File: config.mk
export PLATFORM = sky130hd
export DESIGN_NAME = fifo_param
export DESIGN_NICKNAME = d
export VERILOG_FILES = /design/src/rtl/fifo_param.sv
export SDC_FILE = /design/constraint.sdc
export NUM_CORES = 1
export LEC_CHECK = 0
export BUFFER_PORTS_ARGS = -buffer_cell sky130_fd_sc_hd__buf_4
export CAP_MARGIN = 10
export CORE_MARGIN = 5
export CORE_UTILIZATION = 47
export CTS_BUF_LIST = sky130_fd_sc_hd__clkbuf_4 sky130_fd_sc_hd__clkbuf_8
export DETAILED_ROUTE_END_ITERATION = 6
export GPL_TIMING_DRIVEN = 0
export PLACE_DENSITY = 0.63
export SYNTH_ARGS = -nofsm -noshare
export SYNTH_HDL_FRONTEND = slang
export SYNTH_SLANG_ARGS = --single-unit
export TNS_END_PERCENT = 10
File: constraint.sdc
create_clock -name clk -period 3.9 [get_ports clk]
set_input_delay 0.585 -clock clk [delete_from_list [all_inputs] [get_ports clk]]
set_output_delay 0.585 -clock clk [all_outputs]
set_load 0.01 [all_outputs]
File: src/rtl/fifo_param.sv
// Parametrised synchronous FIFO with occupancy count,
// sticky error flags, threshold trigger and optional FWFT read.
module fifo_param #(
  parameter int DATA_W = 8,
  parameter int DEPTH  = 16,
  parameter int CNT_W  = $clog2(DEPTH) + 1,
  parameter int FWFT   = 0
) (
  input  logic              clk,
  input  logic              rst,
  input  logic              en,
  input  logic              push_in,
  input  logic              pop_in,
  input  logic [DATA_W-1:0] din,
  input  logic [CNT_W-1:0]  threshold,
  input  logic              clr_err,
  output logic [DATA_W-1:0] dout,
  output logic              empty,
  output logic              full,
  output logic [CNT_W-1:0]  count,
  output logic              overrun,
  output logic              underrun,
  output logic              thre_trigger
);

  localparam int AW = $clog2(DEPTH);

  logic [DATA_W-1:0] r_mem [DEPTH];
  logic [AW-1:0]     r_wr_ptr;
  logic [AW-1:0]     r_rd_ptr;
  logic [CNT_W-1:0]  r_count;
  logic              r_empty;
  logic              r_full;
  logic              r_overrun;
  logic              r_underrun;
  logic              r_thre;

  logic              w_pop_ok;
  logic              w_push_ok;
  logic              w_push_rej;
  logic              w_pop_rej;
  logic [CNT_W-1:0]  w_cnt_nxt;

  assign w_pop_ok   = en & pop_in & ~r_empty;
  assign w_push_ok  = en & push_in & (~r_full | w_pop_ok);
  assign w_push_rej = en & push_in & ~w_push_ok;
  assign w_pop_rej  = en & pop_in & ~w_pop_ok;

  // Next occupancy: simultaneous push and pop cancel out
  always_comb begin
    w_cnt_nxt = r_count;
    if (w_push_ok && !w_pop_ok)
      w_cnt_nxt = r_count + CNT_W'(1);
    else if (w_pop_ok && !w_push_ok)
      w_cnt_nxt = r_count - CNT_W'(1);
  end

  // Storage array; never read before written, so no reset
  always_ff @(posedge clk) begin
    if (w_push_ok)
      r_mem[r_wr_ptr] <= din;
  end

  // Pointers, occupancy and derived status flags
  always_ff @(posedge clk or negedge rst) begin
    if (!rst) begin
      r_wr_ptr <= '0;
      r_rd_ptr <= '0;
      r_count  <= '0;
      r_empty  <= 1'b1;
      r_full   <= 1'b0;
      r_thre   <= 1'b0;
    end else begin
      if (w_push_ok)
        r_wr_ptr <= r_wr_ptr + AW'(1);
      if (w_pop_ok)
        r_rd_ptr <= r_rd_ptr + AW'(1);
      r_count <= w_cnt_nxt;
      r_empty <= (w_cnt_nxt == '0);
      r_full  <= (w_cnt_nxt == CNT_W'(DEPTH));
      r_thre  <= (threshold != '0) &&
                 (w_cnt_nxt >= threshold);
    end
  end

  // Sticky error flags; a new error beats a clear
  always_ff @(posedge clk or negedge rst) begin
    if (!rst) begin
      r_overrun  <= 1'b0;
      r_underrun <= 1'b0;
    end else begin
      if (w_push_rej)
        r_overrun <= 1'b1;
      else if (clr_err)
        r_overrun <= 1'b0;
      if (w_pop_rej)
        r_underrun <= 1'b1;
      else if (clr_err)
        r_underrun <= 1'b0;
    end
  end

  generate
    if (FWFT != 0) begin : g_fwft
      assign dout = r_empty ? '0 : r_mem[r_rd_ptr];
    end else begin : g_reg
      logic [DATA_W-1:0] r_dout;
      // Registered read port, holds between pops
      always_ff @(posedge clk or negedge rst) begin
        if (!rst)
          r_dout <= '0;
        else if (w_pop_ok)
          r_dout <= r_mem[r_rd_ptr];
      end
      assign dout = r_dout;
    end
  endgenerate

  assign empty        = r_empty;
  assign full         = r_full;
  assign count        = r_count;
  assign overrun      = r_overrun;
  assign underrun     = r_underrun;
  assign thre_trigger = r_thre;

endmodule

==> reports/metrics.yaml <==
fin_skew_ps: 12.0
fp.dieW_um: 127
tightest_slew_ps: 867
final.min_clock_period_ps: 2420
synthesis.area_sq_um: 6380
synthCells: 339
synth_seq_area_share_pct: 70.5
avgSynthCellArea_sq_um: 18.8
rsz0062_at_grt: "no"
worstSetupPathType: "flip-flop to flip-flop"
ys_ff_latch: 154
crit_arrival_ps: 2760
remaining_drc_errors: 0
min_path_type: "primary input to async pin"
cts.clk_slew.worst_paths_ps: 90
h-tree-depth: 4
outcome: "complete, no violations"
layout.nets: 425
slew_viol_final: 0
syn_nets: 370
finalHoldViolCount: 0
cts.repair.resized: 0
area_growth_pct: 14.0
startpoint: "r_rd_ptr[1]"
grt.overflow.total: 0
grt_start_max_net_pins: 27
cts_setup_buffers: 0
dp_hpwl_um: 7810
vias_per_cell: 5.45
clk_latency_ps: 450
synth_edf_count: 128
start_util_pct: 48.0
ys_types: 42
yosysWarnings: 0
grt_usage_pct: 16.2
fin_tns_setup_ps: 0
row_count: 42
fin_crit_sh_pct: 62.2
cts_sinks: 154
cp_max_fo: 10
clk_path_buf_depth: 2
cts_tree: "built"
ant_nets: 0
reg2reg_to: "dout[7]"
reg2reg_from: "r_rd_ptr[1]"
p_leak_nw: 2.59
dr.pass1.iters: 4
cp.required_ps: 4230
synth_ff_type: "edfxtp_1"
grt_pass1_wl_um: 18800
dr.first_iter.drc_count: 225
cts_root_buffer: "clkbuf_8"
start_kind: "flip-flop"
cts_hold_buf: 0
antenna_found_initial: 0
io_buffers: 36
wire_per_inst_um: 20.9
gp_congestion: 0.757
io_pins: 37
cts_made_buffers: 17
core_area_sq_um: 13300
max_slew_margin_pct: 42.2
die_y_um: 127
routed_wl_um: 12200
reg2reg_depth: 5
vias: 3177
first_global_vias: 3340
power_density_nw_per_um2: 658
setup-violations-final: 0
maxCapViolations: 0
dieArea_sq_um: 16000
fmax_mhz: 413
rrSetupSlack_ps: 1480
drive_gt1_share_pct: 23.6
worst_ir_drop_vdd_v: 0.000346
async_reset_ff_share_pct: 16.9
total_power_mw: 4.79
num_antenna_cells: 0
cp-end-kind: "flip-flop"
-- cells in the mapped netlist (all sizes together) (5+ instances only) --
cell type | instances | area [sq um]
edfxtp | 128 | 3840
mux4 | 32 | 785
dfrtp | 25 | 626
and2 | 14 | 87.6
ha | 12 | 150
inv | 12 | 45.0
nand2 | 10 | 37.5
nor3 | 10 | 50.1
buf | 9 | 73.8
xnor2 | 9 | 78.8
a221o | 8 | 80.1
mux2 | 8 | 90.1
mux2i | 8 | 80.1
clkbuf | 7 | 26.3
o21ai | 6 | 30.0
nor2 | 5 | 18.8
-- final cells by class --
| cell class | instances | area [sq um] |
|---|---|---|
| tap | 176 | 220 |
| multi-input combinational | 157 | 1740 |
| clock buffer | 17 | 234 |
| fill | 1053 | 6020 |
| buffer | 16 | 100 |
| timing repair buffer | 36 | 270 |
| inverter | 12 | 45.0 |
| sequential | 154 | 4500 |
| clock inverter | 15 | 171 |
-- logic make-up after synthesis --
group           share of synthesized area, %
buf+inv                                 2.27
compound gates                          2.53
flops                                   70.5
simple gates                            6.20
fa+ha+maj                               2.35
xor+xnor                                1.24
mux                                     15.0
-- critical path, cell delays in order (launching register included) --
cell      delay, ps
dfrtp_1         350
clkbuf_1        390
clkbuf_1        550
mux4_2          410
mux2_2          300
a221o_1         320
-- cells in the final DEF, fill, tap and decap left out, types with 4 or more instances in the layout --
cell type  count
buf_4         37
clkinv_2       4
dfrtp_1       25
a21oi_1        4
inv_1         12
mux4_2        15
buf_1          4
o21ai_0        6
mux4_1        17
xnor2_1        9
edfxtp_1     128
mux2i_1        8
and4_1         4
clkbuf_1       7
ha_1          12
mux2_2         8
a221o_1        8
nor2_1         5
and2_1        14
clkbuf_8      17
nor3_1        10
nand2_1       10
-- where the power goes --
group | leakage, nW | internal, mW | switching [mW]
clock | 0.207 | 0.634 | 0.591
sequential | 1.47 | 1.98 | 0.119
combinational | 0.912 | 0.739 | 0.733
-- sequential cells by signal, indices dropped and copies added (netlist names) --
signal and count:
r_mem 128, dout 8, overrun 1, r_wr_ptr 4, full 1, thre_trigger 1, count 5, underrun 1
r_rd_ptr 4, empty 1
-- metal layers --
metal | track usage, % | up-vias | share of wire [%] | wire length (um)
li1 | - | 1478 | - | -
met1 | 21.4 | 1621 | 43 | 5290
met2 | 25.6 | 72 | 49 | 6020
met3 | 5.67 | 6 | 6.2 | 755
met4 | 4.73 | 0 | 0.87 | 106
met5 | 0 | - | 0 | 0
-- worst max-delay path by stage --
stage / to / slack (ps) / cells past startpoint
CTS: dout[2] / 1450 / 5
floorplan: thre_trigger / 1670 / 11
detailed placement: thre_trigger / 1280 / 12
global route: thre_trigger / 1230 / 11
finish: dout[7] / 1480 / 5
global placement: thre_trigger / 1300 / 12
-- metrics by stage --
stage | std cells | instance area, sq um | setup slack, ps | util (%) | hold WS, ps
2_1_floorplan | 339 | 6380 | 1670 | - | 289
3_3_place_gp | 551 | 6870 | 1300 | 51.7 | 510
3_5_place_dp | 551 | 6870 | 1280 | 51.7 | 516
4_1_cts | 583 | 7280 | 1450 | 54.7 | 13.9
5_1_grt | 583 | 7280 | 1230 | 54.7 | 24.8
6_report | 583 | 7280 | 1480 | 54.7 | 36.4
No activity file was read; power rests on OpenSTA's default activity.
